==> src/rtl/datapath_seq_if.sv <==
// Command/response bundle for datapath_seq: one command in, status and result out.
// The master issues commands; the slave (the datapath) sequences and reports back.
interface datapath_seq_if #(
    parameter int WIDTH = 16,
    parameter int NREGS = 8
);
    localparam int RA = $clog2(NREGS);

    logic             start;
    logic [RA-1:0]    rn;
    logic [RA-1:0]    rm;
    logic [RA-1:0]    rd;
    logic [1:0]       shift;
    logic [1:0]       ALUop;
    logic             asel;
    logic             bsel;
    logic             vsel;
    logic             loads;
    logic             write;
    logic [WIDTH-1:0] datapath_in;

    logic             busy;
    logic             done;
    logic [2:0]       status;
    logic [WIDTH-1:0] datapath_out;

    modport master (
        output start, rn, rm, rd, shift, ALUop, asel, bsel, vsel, loads, write, datapath_in,
        input  busy, done, status, datapath_out
    );

    modport slave (
        input  start, rn, rm, rd, shift, ALUop, asel, bsel, vsel, loads, write, datapath_in,
        output busy, done, status, datapath_out
    );
endinterface

==> src/rtl/datapath_seq.sv <==
// Register-file/ALU datapath driven by a 4-step micro-sequencer (read A, read B, execute, writeback).
// One command is captured per start in IDLE; everything else on the bus is ignored until it completes.
module datapath_seq #(
    parameter int WIDTH = 16,
    parameter int NREGS = 8
) (
    input  logic            clk,
    input  logic            reset,
    datapath_seq_if.slave   bus
);
    localparam int RA = $clog2(NREGS);

    typedef enum logic [2:0] {
        S_IDLE,
        S_RDA,
        S_RDB,
        S_EXEC,
        S_WB
    } state_e;

    typedef enum logic [1:0] {
        OP_ADD = 2'b00,
        OP_SUB = 2'b01,
        OP_AND = 2'b10,
        OP_MVN = 2'b11
    } alu_op_e;

    typedef struct packed {
        logic [RA-1:0]    rn;
        logic [RA-1:0]    rm;
        logic [RA-1:0]    rd;
        logic [1:0]       shift;
        logic [1:0]       alu_op;
        logic             asel;
        logic             bsel;
        logic             vsel;
        logic             loads;
        logic             write;
        logic [WIDTH-1:0] imm;
    } cmd_t;

    state_e           state_q;
    cmd_t             cmd_q;
    logic [WIDTH-1:0] regs_q [NREGS];
    logic [WIDTH-1:0] a_q;
    logic [WIDTH-1:0] b_q;
    logic [WIDTH-1:0] c_q;
    logic [2:0]       status_q;
    logic             busy_q;
    logic             done_q;

    logic [WIDTH-1:0] ain;
    logic [WIDTH-1:0] bsh;
    logic [WIDTH-1:0] bin;
    logic [WIDTH-1:0] res_d;
    logic             ovf;
    logic [2:0]       flags_d;

    // NOTE: every signal gets a default at the top of the block so no path leaves it unassigned (no latch).
    always_comb begin
        ain = cmd_q.asel ? '0 : a_q;
        bsh = b_q;
        ovf = 1'b0;
        res_d = '0;

        case (cmd_q.shift)
            2'b01:   bsh = {b_q[WIDTH-2:0], 1'b0};
            2'b10:   bsh = {1'b0, b_q[WIDTH-1:1]};
            2'b11:   bsh = {b_q[WIDTH-1], b_q[WIDTH-1:1]};
            default: bsh = b_q;
        endcase

        bin = cmd_q.bsel ? cmd_q.imm : bsh;

        // Overflow: operands of the effective same sign produce a result of the other sign.
        case (alu_op_e'(cmd_q.alu_op))
            OP_ADD: begin
                res_d = ain + bin;
                ovf   = (ain[WIDTH-1] == bin[WIDTH-1]) && (res_d[WIDTH-1] != ain[WIDTH-1]);
            end
            OP_SUB: begin
                res_d = ain + ~bin + WIDTH'(1);
                ovf   = (ain[WIDTH-1] != bin[WIDTH-1]) && (res_d[WIDTH-1] != ain[WIDTH-1]);
            end
            OP_AND:  res_d = ain & bin;
            default: res_d = ~bin;
        endcase

        flags_d = {ovf, res_d[WIDTH-1], (res_d == '0)};
    end

    // NOTE: sequential state uses non-blocking assignments so every register samples pre-edge values.
    always_ff @(posedge clk) begin
        if (reset) begin
            state_q  <= S_IDLE;
            cmd_q    <= '0;
            a_q      <= '0;
            b_q      <= '0;
            c_q      <= '0;
            status_q <= '0;
            busy_q   <= 1'b0;
            done_q   <= 1'b0;
            // NOTE: the register file is a small flop array, so it is cleared by reset like any other state.
            for (int i = 0; i < NREGS; i++) begin
                regs_q[i] <= '0;
            end
        end else begin
            done_q <= 1'b0;
            case (state_q)
                S_IDLE: begin
                    if (bus.start) begin
                        cmd_q.rn     <= bus.rn;
                        cmd_q.rm     <= bus.rm;
                        cmd_q.rd     <= bus.rd;
                        cmd_q.shift  <= bus.shift;
                        cmd_q.alu_op <= bus.ALUop;
                        cmd_q.asel   <= bus.asel;
                        cmd_q.bsel   <= bus.bsel;
                        cmd_q.vsel   <= bus.vsel;
                        cmd_q.loads  <= bus.loads;
                        cmd_q.write  <= bus.write;
                        cmd_q.imm    <= bus.datapath_in;
                        busy_q       <= 1'b1;
                        state_q      <= S_RDA;
                    end
                end
                S_RDA: begin
                    a_q     <= regs_q[cmd_q.rn];
                    state_q <= S_RDB;
                end
                S_RDB: begin
                    b_q     <= regs_q[cmd_q.rm];
                    state_q <= S_EXEC;
                end
                S_EXEC: begin
                    c_q <= res_d;
                    if (cmd_q.loads) begin
                        status_q <= flags_d;
                    end
                    state_q <= S_WB;
                end
                S_WB: begin
                    if (cmd_q.write) begin
                        regs_q[cmd_q.rd] <= cmd_q.vsel ? cmd_q.imm : c_q;
                    end
                    busy_q  <= 1'b0;
                    done_q  <= 1'b1;
                    state_q <= S_IDLE;
                end
                default: state_q <= S_IDLE;
            endcase
        end
    end

    assign bus.busy         = busy_q;
    assign bus.done         = done_q;
    assign bus.status       = status_q;
    assign bus.datapath_out = c_q;
endmodule

==> src/flat_wrapper.sv <==
// flat-port wrapper written by rule: the top's interface ports become plain ports
module datapath_seq_flat 
#(
    parameter int WIDTH = 16,
    parameter int NREGS = 8
)
  (clk, reset, bus_start, bus_rn, bus_rm, bus_rd, bus_shift, bus_ALUop, bus_asel, bus_bsel, bus_vsel, bus_loads, bus_write, bus_datapath_in, bus_busy, bus_done, bus_status, bus_datapath_out);
  datapath_seq_if #(.WIDTH(WIDTH), .NREGS(NREGS)) bus_i ();
  input  logic clk;
  input  logic reset;
  input wire logic [$bits(bus_i.start)-1:0] bus_start;
  input wire logic [$bits(bus_i.rn)-1:0] bus_rn;
  input wire logic [$bits(bus_i.rm)-1:0] bus_rm;
  input wire logic [$bits(bus_i.rd)-1:0] bus_rd;
  input wire logic [$bits(bus_i.shift)-1:0] bus_shift;
  input wire logic [$bits(bus_i.ALUop)-1:0] bus_ALUop;
  input wire logic [$bits(bus_i.asel)-1:0] bus_asel;
  input wire logic [$bits(bus_i.bsel)-1:0] bus_bsel;
  input wire logic [$bits(bus_i.vsel)-1:0] bus_vsel;
  input wire logic [$bits(bus_i.loads)-1:0] bus_loads;
  input wire logic [$bits(bus_i.write)-1:0] bus_write;
  input wire logic [$bits(bus_i.datapath_in)-1:0] bus_datapath_in;
  output wire logic [$bits(bus_i.busy)-1:0] bus_busy;
  output wire logic [$bits(bus_i.done)-1:0] bus_done;
  output wire logic [$bits(bus_i.status)-1:0] bus_status;
  output wire logic [$bits(bus_i.datapath_out)-1:0] bus_datapath_out;
  assign bus_i.start = bus_start;
  assign bus_i.rn = bus_rn;
  assign bus_i.rm = bus_rm;
  assign bus_i.rd = bus_rd;
  assign bus_i.shift = bus_shift;
  assign bus_i.ALUop = bus_ALUop;
  assign bus_i.asel = bus_asel;
  assign bus_i.bsel = bus_bsel;
  assign bus_i.vsel = bus_vsel;
  assign bus_i.loads = bus_loads;
  assign bus_i.write = bus_write;
  assign bus_i.datapath_in = bus_datapath_in;
  assign bus_busy = bus_i.busy;
  assign bus_done = bus_i.done;
  assign bus_status = bus_i.status;
  assign bus_datapath_out = bus_i.datapath_out;
  datapath_seq #(.WIDTH(WIDTH), .NREGS(NREGS)) u_core (.clk(clk), .reset(reset), .bus(bus_i));
endmodule
==> config.mk <==
export PLATFORM = sky130hd
export DESIGN_NAME = datapath_seq_flat
export DESIGN_NICKNAME = d
export VERILOG_FILES = /design/src/rtl/datapath_seq_if.sv /design/src/rtl/datapath_seq.sv /design/src/flat_wrapper.sv
export SDC_FILE = /design/constraint.sdc
export NUM_CORES = 1
export LEC_CHECK = 0
export BUFFER_PORTS_ARGS = -buffer_cell sky130_fd_sc_hd__buf_4
export CAP_MARGIN = 20
export CORE_ASPECT_RATIO = 1.25
export CORE_UTILIZATION = 25
export CTS_BUF_LIST = sky130_fd_sc_hd__clkbuf_4
export CTS_CLUSTER_DIAMETER = 50
export DETAILED_ROUTE_END_ITERATION = 8
export SLEW_MARGIN = 30
export SYNTH_ARGS = -nofsm -noshare
export SYNTH_HDL_FRONTEND = slang
export SYNTH_SLANG_ARGS = --single-unit
==> constraint.sdc <==
create_clock -name clk -period 3.8 [get_ports clk]
set_input_delay 0.57 -clock clk [delete_from_list [all_inputs] [get_ports clk]]
set_output_delay 0.57 -clock clk [all_outputs]
set_load 0.01 [all_outputs]
==> impl_metrics.py <==
metrics = {
    "clock_network": {
        "cts_root_buffer": "sky130_fd_sc_hd__clkbuf_4",
        "clkSlewWorstSetupHoldPaths_ns": 0.07,
        "post_cts_hold_buffer_count": 0,
        "ctsResizeCount": 0,
        "cts_num_sinks": 218,
        "tritoncts.num_buffers": 54,
        "cts.repair_timing.setup_buffer_count": 0,
        "clk_latency_ns": 0.72,
        "ctsHtreeMaxLevel": 2,
        "clockBufferDepth": 3,
        "cts_tree": "yes",
    },
    "yosys": {
        "most_frequently_used_cell_type_in_the_post_synthesis_netlist": "sky130_fd_sc_hd__nor2_1",
        "top_ff_cell_synth": "sky130_fd_sc_hd__edfxtp_1",
        "yosys-top-cells-area": "sky130_fd_sc_hd__edfxtp_1 32%, sky130_fd_sc_hd__dfxtp_1 15%, sky130_fd_sc_hd__mux4_2 13%",
        "avgSynthCellArea_um2": 10.43,
        "yosysWarningCount": 0,
        "synth_async_sr_flop_share": 0,
        "synth_seq_area_share": 0.4690,
        "synth_area_um2": 12040,
        "synth_nets": 1224,
        "synth_area_leader_cell": "sky130_fd_sc_hd__edfxtp_1",
        "post_synth_num_cell_types": 63,
        "ys_top_cells_by_count": "221 x sky130_fd_sc_hd__nor2_1, 128 x sky130_fd_sc_hd__edfxtp_1, 128 x sky130_fd_sc_hd__nand2_1",
        "synth_edf_count": 128,
        "yosys.area.top_type_share": 0.3193,
        "flop_and_latch_count_out_of_synthesis": 218,
        "syn_inst": 1154,
    },
    "placement": {
        "detailed_place_hpwl_um": 24620,
        "place.port_buffers": 57,
        "dpl_ws_ns": 0.1196,
        "finalWeightedCongestion": 0.8952,
    },
    "timing": {
        "unrepaired_setup_endpoints_after_global_routing": "no",
        "finalSetupViolCount": 0,
        "timing_hold_violations_final": 0,
        "fin_crit_ns": 3.555,
        "timing.slew.headroom": 0.3232,
        "max_freq_mhz": 281.3,
        "slack_of_the_critical_path_ns": 0.2454,
        "skew_ns": 0.03440,
        "worst_pin_slew_ns": 1.014,
        "final_cycle_utilization_of_the_critical_path": 0.9354,
        "fin_tns_setup_ns": 0,
        "drv_slew": 0,
    },
    "worst_setup_path": {
        "timing.critical_path.required_ns": 4.45,
        "r2r_start": "u_core.cmd_q[23]",
        "worstSetupPathType": "register to register",
        "worstPathMaxFanout": 4,
        "worstPathCellList": "mux2i_1, o21ai_1, mux2i_1, inv_1, ha_1, or2_2, nand2b_1, a21oi_1, xnor2_1, mux4_2, or4_4, nor4_2, buf_4, and4b_1, nand4_1, nand2_1",
        "cpPeakStageDelay_ns": 0.55,
        "arrival_ns": 4.20,
        "critPathSlowestCell": "sky130_fd_sc_hd__or4_4",
        "worst_setup_path_start_kind": "register",
        "element_type_at_the_critical_path_end": "register",
        "crit_path_start": "u_core.cmd_q[23]",
        "critPathMostFrequentCell": "sky130_fd_sc_hd__mux2i_1",
    },
    "final_layout": {
        "ratio_of_cells_with_drive_above_1_in_the_final_layout": 0.2288,
        "final_core_util": 0.2972,
        "nNetsFinal": 1303,
        "area_growth_from_synthesis_to_layout_pct": 16.85,
    },
    "power_and_ir_drop": {
        "power.density_cell_area_nw_per_um2": 431.9,
        "ir_worst_vdd_mv": 0.1937,
        "power.static_leakage_nw": 4.951,
    },
    "drt": {
        "drt_first_pass_iters": 4,
        "highest_layer": "met4",
        "drt_wl_total_um": 34410,
        "drt_antenna_net_count": 0,
        "detailedRoute.firstIterationViolations": 552,
        "detail_route.vias_per_cell": 4.819,
        "met3WireLength_um": 1693,
        "m1WireLength_um": 13340,
        "post_drt_wl_per_cell_um": 17.98,
        "via_count": 9223,
        "post-route-drc-count": 0,
        "met2_routed_wirelength_um": 18280,
    },
    "die": {
        "row_count": 89,
        "die-width_um": 198.3,
        "initial_utilization": 0.2543,
        "fp.dieArea_um2": 49030,
        "die_h_um": 247.3,
        "ioPinCount": 58,
        "design.core.area_um2": 47330,
    },
    "worst_hold_path": {
        "worst_hold_startpoint": "bus_rm[2]",
        "hold_class": "input port to register",
    },
    "run_status": {
        "outcome": "completed",
    },
    "grt": {
        "vias_in_the_first_global_route": 9345,
        "grt_max_degree": 81,
        "first_pass_grt_wire_length_um": 52350,
        "antenna_found_initial": 1,
        "grt_util_all_layers": 0.1412,
        "total_global_routing_overflow": 0,
    },
    "flow_run": {
        "max-cap-violations": 0,
    },
}
## state kept, by name (all words and copies together), names as in the netlist
signal and cells:
u_core.bus.busy 1, u_core.a_q 16, u_core.bus.done 1, u_core.b_q 16
u_core.bus.status 3, u_core.regs_q 128, u_core.cmd_q 34, u_core.state_q 3
u_core.bus.datapath_out 16
## layout by cell type (no fill, tap or decap), types with 42 or more instances in the layout
master / Yosys / routed
sky130_fd_sc_hd__clkbuf_4: 0 / 82
sky130_fd_sc_hd__buf_4: 0 / 104
sky130_fd_sc_hd__dfxtp_1: 90 / 85
sky130_fd_sc_hd__edfxtp_1: 128 / 128
sky130_fd_sc_hd__a211oi_1: 43 / 42
sky130_fd_sc_hd__a21oi_1: 70 / 69
sky130_fd_sc_hd__nand2_1: 128 / 128
sky130_fd_sc_hd__nor2_1: 221 / 221
sky130_fd_sc_hd__mux2i_1: 74 / 72
sky130_fd_sc_hd__mux4_2: 67 / 67
## power breakdown
group          internal, W  leakage, nW  switching, W  total (W)
combinational     0.000576         2.48      0.000779    0.00136
clock             0.000988        0.415      0.000984    0.00197
sequential         0.00262         2.06      0.000131    0.00275
## stage by stage
| step | hold slack [ns] | cell area (µm²) | power [W] | instances |
|---|---|---|---|---|
| final | 0.1088 | 14060 | 0.006075 | 1914 |
| after floorplan | 0.4465 | 12040 | 0.003709 | 1154 |
| after detailed placement | 0.4588 | 13320 | 0.004130 | 1814 |
| after CTS | 0.04680 | 14010 | 0.006113 | 1913 |
| after global routing | 0.06935 | 14060 | 0.006372 | 1914 |
| after global placement | 0.4483 | 13320 | 0.004108 | 1814 |
## metal layers
layer | track usage | vias to the layer above
met5 | 0 | -
met4 | 0.06247 | 0
met3 | 0.02441 | 82
met2 | 0.2618 | 291
met1 | 0.1561 | 4477
li1 | - | 4373
## worst max-delay path: cells and delay by family, from the launching register on
family                     cells  cell delay (ns)
AOI/OAI and AO/OA              2             0.16
xor gates and xnor gates       1             0.13
adders and majority gates      1             0.31
buffers and inverters          2             0.25
DFF                            1             0.37
muxes                          3             0.86
and+or+nand+nor                7             1.43
## area by class of cell
| class | instances | area [µm²] |
|---|---|---|
| fill | 4899 | 33260 |
| multi-input combinational | 823 | 6013 |
| sequential | 218 | 5652 |
| tap | 637 | 797.0 |
| timing repair buffer | 105 | 792.0 |
| clock buffer | 82 | 615.6 |
| inverter | 31 | 116.4 |
| clock inverter | 17 | 76.32 |
| antenna | 1 | 2.502 |
## logic make-up after synthesis
family / after synthesis / synth area share
simple gates: 439 / 0.1562
flops: 218 / 0.4690
compound gates: 194 / 0.1038
mux: 144 / 0.1897
buf+inv: 113 / 0.03617
fa+ha+maj: 33 / 0.03555
xor+xnor: 13 / 0.009460
## final timing paths
kind / slack, ns / end / cells past startpoint
worst max-delay path: 0.25 / u_core.bus.status[0] / 16
worst min-delay path: 0.11 / u_core.cmd_q[30] / 3
worst max register to register: 0.25 / u_core.bus.status[0] / 16
worst min register to register: 0.46 / u_core.bus.status[2] / 2
Power figures use the tool's default switching activity.
